==> src/rtl/mult_share_arbiter.sv <==
// Round-robin arbiter that time-shares one sequential multiplier between NUM_REQ clients.
// Latches the winner's operands, pulses start/reset_sync, waits for ready (with timeout), returns the product.
module mult_share_arbiter #(
  parameter int WORD_LENGTH = 4,
  parameter int NUM_REQ     = 2,
  parameter int TIMEOUT     = 64
) (
  input  logic                             clk,
  input  logic                             reset,
  input  logic [NUM_REQ-1:0]               req,
  input  logic [NUM_REQ*WORD_LENGTH-1:0]   op_a,
  input  logic [NUM_REQ*WORD_LENGTH-1:0]   op_b,
  output logic [NUM_REQ-1:0]               done,
  output logic [2*WORD_LENGTH-1:0]         result,
  output logic                             result_err,
  output logic [$clog2(NUM_REQ)-1:0]       grant_id,
  output logic                             busy,
  output logic [WORD_LENGTH-1:0]           mul_a,
  output logic [WORD_LENGTH-1:0]           mul_b,
  output logic                             mul_start,
  output logic                             mul_reset_sync,
  input  logic [2*WORD_LENGTH-1:0]         mul_data_out,
  input  logic                             mul_ready
);

  localparam int IDW = $clog2(NUM_REQ);
  localparam int CW  = $clog2(TIMEOUT) + 1;
  localparam logic [CW-1:0] TO_LAST = CW'(TIMEOUT - 1);

  typedef enum logic [1:0] {S_IDLE, S_ISSUE, S_WAIT, S_DONE} state_t;

  // Handshake: req is a level held by the client until its one-cycle done pulse;
  // the multiplier is started by a single mul_start cycle and answers with mul_ready.

  state_t                  state_q;
  logic [IDW-1:0]          last_q;
  logic [IDW-1:0]          grant_q;
  logic [WORD_LENGTH-1:0]  mul_a_q;
  logic [WORD_LENGTH-1:0]  mul_b_q;
  logic                    start_q;
  logic                    rsync_q;
  logic [CW-1:0]           cnt_q;
  logic [2*WORD_LENGTH-1:0] result_q;
  logic                    err_q;
  logic [NUM_REQ-1:0]      done_q;

  logic                    win_found_d;
  logic [IDW-1:0]          win_idx_d;
  logic [IDW-1:0]          cand_d;
  logic [WORD_LENGTH-1:0]  win_a_d;
  logic [WORD_LENGTH-1:0]  win_b_d;

  // Search starts just after the previous winner and wraps, so the last winner has lowest priority.
  always_comb begin
    win_found_d = 1'b0;
    win_idx_d   = '0;
    cand_d      = '0;
    for (int i = 1; i <= NUM_REQ; i++) begin
      cand_d = IDW'((int'(last_q) + i) % NUM_REQ);
      if (!win_found_d && req[cand_d]) begin
        win_found_d = 1'b1;
        win_idx_d   = cand_d;
      end
    end
    win_a_d = WORD_LENGTH'(op_a >> (int'(win_idx_d) * WORD_LENGTH));
    win_b_d = WORD_LENGTH'(op_b >> (int'(win_idx_d) * WORD_LENGTH));
  end

  always_ff @(posedge clk or negedge reset) begin
    if (!reset) begin
      state_q  <= S_IDLE;
      last_q   <= IDW'(NUM_REQ - 1);
      grant_q  <= '0;
      mul_a_q  <= '0;
      mul_b_q  <= '0;
      start_q  <= 1'b0;
      rsync_q  <= 1'b0;
      cnt_q    <= '0;
      result_q <= '0;
      err_q    <= 1'b0;
      done_q   <= '0;
    end else begin
      case (state_q)
        S_IDLE: begin
          if (win_found_d) begin
            mul_a_q <= win_a_d;
            mul_b_q <= win_b_d;
            grant_q <= win_idx_d;
            last_q  <= win_idx_d;
            start_q <= 1'b1;
            rsync_q <= 1'b1;
            state_q <= S_ISSUE;
          end
        end
        S_ISSUE: begin
          start_q <= 1'b0;
          rsync_q <= 1'b0;
          cnt_q   <= '0;
          state_q <= S_WAIT;
        end
        S_WAIT: begin
          // Ready is checked first so a product arriving on the last allowed cycle is not flagged.
          if (mul_ready) begin
            result_q <= mul_data_out;
            err_q    <= 1'b0;
            done_q   <= NUM_REQ'(1) << grant_q;
            state_q  <= S_DONE;
          end else if (cnt_q == TO_LAST) begin
            result_q <= '0;
            err_q    <= 1'b1;
            done_q   <= NUM_REQ'(1) << grant_q;
            state_q  <= S_DONE;
          end else begin
            cnt_q <= cnt_q + CW'(1);
          end
        end
        S_DONE: begin
          done_q  <= '0;
          state_q <= S_IDLE;
        end
        default: state_q <= S_IDLE;
      endcase
    end
  end

  assign done           = done_q;
  assign result         = result_q;
  assign result_err     = err_q;
  assign grant_id       = grant_q;
  assign busy           = (state_q != S_IDLE);
  assign mul_a          = mul_a_q;
  assign mul_b          = mul_b_q;
  assign mul_start      = start_q;
  assign mul_reset_sync = rsync_q;

endmodule
==> config.mk <==
export PLATFORM = sky130hd
export DESIGN_NAME = mult_share_arbiter
export DESIGN_NICKNAME = d
export VERILOG_FILES = /design/src/rtl/mult_share_arbiter.sv
export SDC_FILE = /design/constraint.sdc
export NUM_CORES = 1
export LEC_CHECK = 0
export BUFFER_PORTS_ARGS = -buffer_cell sky130_fd_sc_hd__buf_2
export CAP_MARGIN = 25
export CORE_MARGIN = 2
export CORE_UTILIZATION = 40
export DETAILED_ROUTE_END_ITERATION = 7
export PLACE_DENSITY_LB_ADDON = 0.25
export SYNTH_ARGS = -nofsm -noshare
export SYNTH_HDL_FRONTEND = slang
export SYNTH_SLANG_ARGS = --single-unit
==> constraint.sdc <==
create_clock -name clk -period 3.4 [get_ports clk]
set_input_delay 0.17 -clock clk [delete_from_list [all_inputs] [get_ports clk]]
set_output_delay 0.17 -clock clk [all_outputs]
set_load 0.02 [all_outputs]
==> impl_metrics.json, run 1 <==
{
  "status": "completed",
  "drc": 0,
  "p_per_area_nw_per_um2": 860,
  "fin_crit_sh_pct": 55.6,
  "clkTransAtPathRegs_ns": 0.07,
  "post_cts_buffers": 0,
  "cp-end-kind": "flop",
  "crit_fanout": 11,
  "ys_ff_latch": 31,
  "tns_ns": 0,
  "clockBufferDepth": 2,
  "htree_levels": 2,
  "maxSlewHeadroom_pct": 55.5,
  "cts_buffers": 5,
  "final-setup-viol-count": 0,
  "cap_violations": 0,
  "tightest_slew_ns": 0.667,
  "die_w_um": 65.3,
  "die_h_um": 65.3,
  "grt_use_total_pct": 16.0,
  "grt_pass1_vias": 1164,
  "hold_path.class": "primary input to flop",
  "p_int_mw": 0.942,
  "worstSetupPathType": "flop to flop",
  "antenna_found_initial": 0,
  "switching_share_pct": 41.7,
  "setup_slack_ns": 1.51,
  "drt-wirelength-per-cell_um": 12.7,
  "netlist_area_um2": 1500,
  "cts_tree": "done",
  "cp_num_buf_inv": 1,
  "clkSinkCount": 31,
  "p_switching_mw": 0.675,
  "worstSkewPairLatency_ns": 0.28,
  "start_util_pct": 41.4,
  "synthDistinctLibCells": 35,
  "core_um2": 3630,
  "holdWs_ns": 0.0862,
  "fmax_mhz": 529,
  "synthCells": 137,
  "crit_family": "adder cells",
  "syn_nets": 172,
  "rsz0062_at_grt": "false",
  "combPwrFrac_pct": 44.9,
  "cpPeakStageDelay_ns": 0.42,
  "p_seq_share_pct": 38.2,
  "pre_cts_ws_ns": 1.52,
  "antenna_cells": 0,
  "p_clk_share_pct": 16.9,
  "drtPass1Iterations": 4,
  "worstPathCellList": "inv_1 > ha_1 > nand2b_1 > a21oi_2 > nor2_2 > mux2_1",
  "final.setup_skew_ns": 0.00901,
  "vias_per_cell": 5.04,
  "leakage_nw": 0.954,
  "seq_area_frac_synth_pct": 51.7,
  "cp.required_ns": 3.57,
  "antenna_left": 0,
  "vdd_drop_max_mv": 0.364,
  "areaGrowthSynthToFinish_pct": 25.0,
  "avgSynthCellArea_um2": 11.0,
  "dieArea_um2": 4270,
  "nets": 226,
  "boundaryPins": 52,
  "final-hold-violation-count": 0,
  "grt_pass1_wl_mm": 5.19,
  "crit_path_top_delay_cell": "ha_1",
  "yosysWarnings": 0,
  "dr_total_vias": 1209,
  "routed_wl_mm": 3.04,
  "fin_cells": 240,
  "drive_gt1_share_pct": 37.5,
  "fin_crit_ns": 1.89,
  "drv_slew": 0,
  "placed_cells": 230,
  "hpwl_mm": 2.32,
  "drtIter0Drc": 45,
  "place_congestion": 0.801,
  "rows": 22,
  "port_buffers": 51,
  "grt_overflow": 0,
  "root_buffer": "clkbuf_8",
  "grt_max_degree": 32,
  "startpoint_type": "flop",
  "arrival_ns": 2.06
}
==> metal layers <==
metal | vias to the layer above | global-route usage [%] | wire [um]
li1 | 595 | - | -
met4 | 0 | 5.47 | 12
met2 | 40 | 25.1 | 1480
met3 | 2 | 6.16 | 235
met5 | - | 0 | 0
met1 | 572 | 20.1 | 1320
==> worst reg2reg max path, cell delays in order, from the launching register on <==
cell and delay, ns:
dfrtp_1 0.41, inv_1 0.12, ha_1 0.42, nand2b_1 0.19
a21oi_2 0.25, nor2_2 0.08, mux2_1 0.31
==> final cells by class <==
class,instances,area [um^2]
Inverter,6,22.5
Fill cell,366,1750
Clock inverter,3,15.0
Clock buffer,5,68.8
Tap cell,48,60.1
Multi-Input combinational cell,94,663
Timing Repair Buffer,53,273
Sequential cell,31,777
==> path summary, 6_finish.rpt <==
kind,startpoint,to,slack (ns),depth (start not counted)
min in group asynchronous,reset,cnt_q[0],0.46,2
max reg2reg,state_q[0],state_q[1],1.51,6
min reg2reg,mul_a[3],mul_a[3],0.48,2
max in group asynchronous,reset,mul_a[3],2.51,2
min,req[0],last_q,0.09,2
max,state_q[0],state_q[1],1.51,6
==> layout by cell type, fill, tap and decap left out, types with 2 or more instances in the layout <==
cell / n
buf_2: 51
dfrtp_1: 30
nand2_1: 14
o21ai_1: 10
a22o_1: 9
mux2i_1: 9
inv_1: 6
nor2_1: 6
a21oi_1: 6
ha_1: 6
clkbuf_8: 5
nand2b_1: 4
a21oi_2: 3
o21ai_0: 3
nor2b_1: 3
a31oi_1: 3
clkinv_2: 3
nand3_1: 2
==> flip-flops by register name, summed over array words and instances (netlist names) <==
register	count
cnt_q	7
done	2
grant_id	1
last_q	1
mul_a	4
mul_b	4
mul_reset_sync	1
result	8
result_err	1
state_q	2
==> power by group through the flow <==
stage	logic [mW]	registers (mW)	clock network (mW)
4_1_cts	0.737	0.618	0.283
3_3_place_gp	0.712	0.616	0
2_1_floorplan	0.388	0.753	0
6_report	0.726	0.618	0.273
5_1_grt	0.813	0.638	0.303
3_5_place_dp	0.733	0.623	0
==> per-stage QoR <==
| step | instance area [um^2] | util, % | power (mW) |
|---|---|---|---|
| 6_report | 1880 | 51.7 | 1.62 |
| 5_1_grt | 1880 | 51.7 | 1.75 |
| 4_1_cts | 1870 | 51.5 | 1.64 |
| 3_5_place_dp | 1780 | 48.9 | 1.36 |
| 3_3_place_gp | 1780 | 48.9 | 1.33 |
| 2_1_floorplan | 1500 | - | 1.14 |
==> cells by family after synthesis <==
family / after synthesis / synth area share [%]
flops: 31 / 51.7
mux: 10 / 6.74
buf+inv: 12 / 4.24
simple gates: 38 / 13.7
fa+ha+maj: 6 / 4.99
compound gates: 40 / 18.6
==> synthesized netlist by cell type, drive strengths merged <==
cell | number | area, um^2
dfrtp | 30 | 751
nand2 | 14 | 52.6
o21ai | 14 | 73.8
a21oi | 9 | 56.3
a22o | 9 | 78.8
mux2i | 9 | 90.1
nor2 | 7 | 28.8
buf | 6 | 41.3
ha | 6 | 75.1
inv | 6 | 22.5
nand2b | 5 | 38.8
a31oi | 3 | 18.8
nor2b | 3 | 18.8
and3 | 2 | 17.5
nand3 | 2 | 10.0
nor3 | 2 | 15.0
a2111oi | 1 | 15.0
a21boi | 1 | 7.51
a22oi | 1 | 7.51
and2 | 1 | 6.26
and3b | 1 | 12.5
dfstp | 1 | 26.3
mux2 | 1 | 11.3
o31ai | 1 | 12.5
o32a | 1 | 10.0
or2 | 1 | 6.26
==> repair_timing <==
item                      CTS  global route
hold buffers                1             0
gates resized for setup     0             0
hold endpoints to repair   30             0
Power figures use the tool's default switching activity.
==> run 2: changes to the inputs <==
==> constraint.sdc (replaced) <==
create_clock -name clk -period 1.95 [get_ports clk]
set_input_delay 0.0975 -clock clk [delete_from_list [all_inputs] [get_ports clk]]
set_output_delay 0.0975 -clock clk [all_outputs]
set_load 0.02 [all_outputs]
==> run 2 against run 1 <==
  * Critical path type unchanged
  * Maximum frequency rose by 15%
  * Cell count rose by 0.42%
  * Sequential power rose by 75%
  * Sequential cell count did not move
  * Clock power rose by 73%
  * Sequential share of layout area fell by 0.11 points
  * Highest routed layer unchanged
  * Final area rose by 0.27%
  * Core utilization rose by 0.14 points
  * Clock-buffer cell count rose by 2
  * Wire length fell by 2.0%
  * Critical endpoint unchanged
==> impl_metrics.json, run 2 (synthesis results as in run 1) <==
{
  "status": "completed",
  "final.setup_skew_ns": 0.00546,
  "p_clk_share_pct": 16.7,
  "switching_share_pct": 41.4,
  "worstSkewPairLatency_ns": 0.28,
  "crit_fanout": 5,
  "root_buffer": "clkbuf_8",
  "combPwrFrac_pct": 45.4,
  "drt-wirelength-per-cell_um": 12.4,
  "startpoint_type": "flop",
  "routed_wl_mm": 2.98,
  "dpl-instance-area_um2": 1790,
  "layout_common_cells": "buf_2, dfrtp_1, nand2_1",
  "fmax_mhz": 610,
  "areaGrowthSynthToFinish_pct": 25.3,
  "layout_commonest_cell": "buf_2",
  "fin_area_um2": 1880,
  "vias_per_cell": 5.01,
  "clockBufferDepth": 2,
  "clkTransAtPathRegs_ns": 0.06,
  "tightest_slew_ns": 0.666,
  "grt_use_total_pct": 16.0,
  "die_h_um": 65.3,
  "cts_tree": "done",
  "maxSlewHeadroom_pct": 55.6,
  "fin_crit_ns": 1.64,
  "drive_gt1_share_pct": 36.8,
  "grt_pass1_vias": 1171,
  "clkSinkCount": 31,
  "boundaryPins": 52,
  "arrival_ns": 1.80,
  "p_int_mw": 1.66,
  "cp.required_ns": 2.11,
  "dieArea_um2": 4270,
  "fin_util_pct": 51.9,
  "final-setup-viol-count": 0,
  "hold_path.class": "primary input to flop",
  "cap_violations": 0,
  "hpwl_mm": 2.26,
  "p_seq_share_pct": 37.9,
  "fin_cells": 241,
  "htree_levels": 2,
  "grt_pass1_wl_mm": 5.18,
  "nFillCells": 351,
  "final-hold-violation-count": 0,
  "p_switching_mw": 1.17,
  "die_w_um": 65.3,
  "start_util_pct": 41.4,
  "drtIter0Drc": 31,
  "worstSetupPathType": "flop to flop",
  "power.total_mw": 2.84,
  "antenna_cells": 0,
  "antenna_found_initial": 0,
  "fin_crit_sh_pct": 84.1,
  "drc": 0,
  "dr_total_vias": 1208,
  "drv_slew": 0,
  "grt_max_degree": 32,
  "port_buffers": 51,
  "cts_buffers": 5,
  "largest_register_ffs": 8,
  "nets": 227,
  "rows": 22,
  "leakage_nw": 0.954,
  "cp-end-kind": "flop",
  "placed_cells": 232,
  "drtPass1Iterations": 4,
  "cts_resized": 0,
  "tns_ns": 0,
  "p_per_area_nw_per_um2": 1500,
  "grt_overflow": 0,
  "place_congestion": 0.883,
  "rsz0062_at_grt": "false",
  "vdd_drop_max_mv": 0.666,
  "antenna_left": 0,
  "core_um2": 3630
}
## run 2: path summary, 6_finish.rpt
path / to / slack [ns] / cells past startpoint / start
hold / removal: last_q / 0.03 / 2 / req[0]
max in group asynchronous: mul_reset_sync / 1.14 / 2 / reset
setup / recovery: state_q[1] / 0.31 / 5 / cnt_q[0]
setup reg to reg: state_q[1] / 0.31 / 5 / cnt_q[0]
min in group asynchronous: result[2] / 0.38 / 2 / reset
hold reg to reg: mul_b[2] / 0.49 / 2 / mul_b[2]
## run 2: cell type report
class | count | area [um^2] | area share (%)
Sequential cell | 31 | 777 | 41.2
Multi-Input combinational cell | 94 | 663 | 35.2
Timing Repair Buffer | 54 | 280 | 14.9
Clock buffer | 7 | 76.3 | 4.05
Tap cell | 48 | 60.1 | 3.19
Inverter | 6 | 22.5 | 1.20
Clock inverter | 1 | 5.00 | 0.266
## run 2: timing repair
action / in CTS / in global routing
hold endpoints to repair: 30 / 0
setup buffers: 0 / 0
endpoints found under the setup margin: 0 / 0
hold buffers: 1 / 0
## run 2: critical path, cell delays in order (launching register included)
cell and delay (ns):
dfrtp_1 0.42, ha_1 0.25, and3b_4 0.22, a21oi_2 0.24, nor2_2 0.08, mux2_1 0.32
## run 2: through the flow
stage	worst slack [ns]	hold WS, ns
floorplan	0.418	-0.198
global placement	0.379	0.170
detailed placement	0.313	0.171
CTS	0.295	0.0196
global route	0.196	0.0305
finish	0.309	0.0277
## run 2: per-layer routing
layer | up-vias | global-route usage [%] | wire [um]
met4 | 0 | 6.25 | 48
met3 | 6 | 5.48 | 251
met2 | 42 | 26.1 | 1380
met1 | 568 | 19.4 | 1300
li1 | 592 | - | -
met5 | - | 0 | 0
## run 2: power by group through the flow
stage	clock [mW]	sequential (mW)	combinational, mW
finish	0.472	1.08	1.29
global route	0.529	1.11	1.43
CTS	0.488	1.08	1.30
detailed placement	0	1.09	1.30
global placement	0	1.07	1.27
floorplan	0	1.31	0.677
==> run 3: changes to the inputs <==
==> constraint.sdc (replaced) <==
create_clock -name clk -period 1.4 [get_ports clk]
set_input_delay 0.07 -clock clk [delete_from_list [all_inputs] [get_ports clk]]
set_output_delay 0.07 -clock clk [all_outputs]
set_load 0.02 [all_outputs]
==> run 3 against run 2 <==
  * The flow now finishes with violations (setup timing)
  * Via count up 3.3%
  * Critical path type unchanged
  * Total power increased by 57%
  * Sequential share of layout area down 4.4 points
  * Clock skew rose by 0.00084 ns
  * Cell count is 6.6% higher
  * Sequential power is 37% higher
==> impl_metrics.json, run 3 (synthesis results as in run 1) <==
{
  "status": "complete, but fails checks",
  "violations": "setup timing",
  "start_util_pct": 41.4,
  "areaGrowthSynthToFinish_pct": 40.2,
  "grt_pass1_vias": 1277,
  "hpwl_mm": 2.39,
  "clockBufferDepth": 2,
  "regToRegEndpoint": "cnt_q[5]",
  "htree_levels": 2,
  "grt_use_total_pct": 17.0,
  "reg2reg_slack_ns": -0.03,
  "die_h_um": 65.3,
  "power.total_mw": 4.45,
  "holdPathEnd": "result[7]",
  "largest_register_ffs": 8,
  "antenna_found_initial": 0,
  "root_buffer": "clkbuf_8",
  "fmax_mhz": 700,
  "die_w_um": 65.3,
  "p_per_area_nw_per_um2": 2110,
  "holdCritStartpoint": "mul_data_out[7]",
  "nets": 243,
  "drtIter0Drc": 20,
  "fin_cells": 257,
  "fin_area_um2": 2110,
  "drive_gt1_share_pct": 47.8,
  "rsz0062_at_grt": "true",
  "setup_slack_ns": -0.0277,
  "final-setup-viol-count": 10,
  "vias_per_cell": 4.86,
  "port_buffers": 51,
  "clkTransAtPathRegs_ns": 0.06,
  "worstSkewPairLatency_ns": 0.28,
  "crit_family": "flip-flops",
  "final-seq-area_um2": 777,
  "cp.required_ns": 1.56,
  "regToRegStartpoint": "cnt_q[1]",
  "worstPathCellList": "ha_2 > and3b_4 > a2111oi_4 > nand2b_1 > a21oi_2",
  "cp-end-kind": "flop",
  "drtPass1Iterations": 5,
  "cts_buffers": 5,
  "grt_max_degree": 32,
  "worstHoldPathCells": 2,
  "grt_overflow": 0,
  "antenna_cells": 0,
  "place_congestion": 0.882,
  "crit_fanout": 5,
  "boundaryPins": 52,
  "multi_input_area_um2": 753,
  "antenna_left": 0,
  "rows": 22,
  "fin_util_pct": 58.0,
  "fin_crit_ns": 1.43,
  "vdd_drop_max_mv": 1.09,
  "worstSetupPathType": "flop to flop",
  "dpl-instance-area_um2": 1930,
  "cap_violations": 0,
  "arrival_ns": 1.59,
  "cp_num_buf_inv": 0,
  "drv_slew": 0,
  "startpoint_type": "flop",
  "cts_tree": "done",
  "leakage_nw": 1.06,
  "final.setup_skew_ns": 0.00630,
  "crit_path_top_delay_cell": "dfrtp_1",
  "routed_wl_mm": 3.23,
  "nFillCells": 320,
  "grt_pass1_wl_mm": 5.60,
  "tns_ns": -0.197,
  "hold_path.class": "primary input to flop",
  "core_um2": 3630,
  "placed_cells": 244,
  "tightest_slew_ns": 0.680,
  "dr_total_vias": 1248,
  "drc": 0,
  "drt-wirelength-per-cell_um": 12.6,
  "fin_crit_sh_pct": 102,
  "reg2reg_depth": 5,
  "layout_common_cells": "buf_2, dfrtp_1, buf_4",
  "layout_commonest_cell": "buf_2",
  "maxSlewHeadroom_pct": 54.6,
  "final-hold-violation-count": 0,
  "dieArea_um2": 4270,
  "cpPeakStageDelay_ns": 0.38,
  "clkSinkCount": 31
}
[run 3: changes by cell type in the layout (fill, tap and decap cells not counted), sizes merged]
cell  change
buf      +16
[run 3: worst register-to-register path, delay by kind of cell, from the launching register on]
kind	cells	cell delay [ns]
DFF	1	0.38
and+or+nand+nor	2	0.38
adders and majority gates	1	0.19
AOI/OAI and AO/OA	2	0.36
[run 3: routing by layer]
layer | vias up | share of wire, % | track usage, %
li1 | 624 | - | -
met1 | 590 | 45 | 21.2
met2 | 29 | 48 | 27.9
met3 | 5 | 5.3 | 4.45
met4 | 0 | 1.3 | 6.77
met5 | - | 0 | 0
[run 3: area by class of cell]
| type | count | share of cell area [%] |
|---|---|---|
| inverters | 6 | 1.07 |
| flip-flops and latches | 31 | 36.9 |
| repair buffers | 70 | 19.2 |
| well taps | 48 | 2.85 |
| clock inverters | 1 | 0.237 |
| clock buffers | 7 | 4.09 |
| multi-input cells | 94 | 35.7 |
[run 3: power breakdown]
group	switching, mW	internal, mW	total, mW
combinational	1.26	1.01	2.26
clock	0.307	0.396	0.702
sequential	0.217	1.27	1.48
[run 3: per-stage QoR]
step | hold WS, ns | worst slack (ns)
floorplan | -0.226 | -0.0316
global placement | 0.147 | -0.0103
detailed placement | 0.157 | -0.0558
CTS | 0.0188 | -0.0266
global route | 0.0267 | -0.0878
finish | 0.0215 | -0.0277
[run 3: worst max-delay path by stage]
stage               startpoint    endpoint  slack (ns)  cells past startpoint
CTS                   cnt_q[0]  state_q[1]       -0.03                      5
global placement      cnt_q[1]  state_q[1]       -0.01                      5
finish                cnt_q[1]    cnt_q[5]       -0.03                      5
detailed placement  state_q[0]    cnt_q[4]       -0.06                      7
floorplan             cnt_q[1]   result[0]       -0.03                      6
global route        state_q[0]   result[0]       -0.09                      5
[run 3: repair_timing]
action / 4_1_cts / 5_1_grt
buffers inserted: 2 / 2
hold buffers: 1 / 0
endpoints found under the hold margin: 30 / 0
pin swaps: 0 / 1
resized for setup: 5 / 7
setup endpoints to repair: 16 / 27
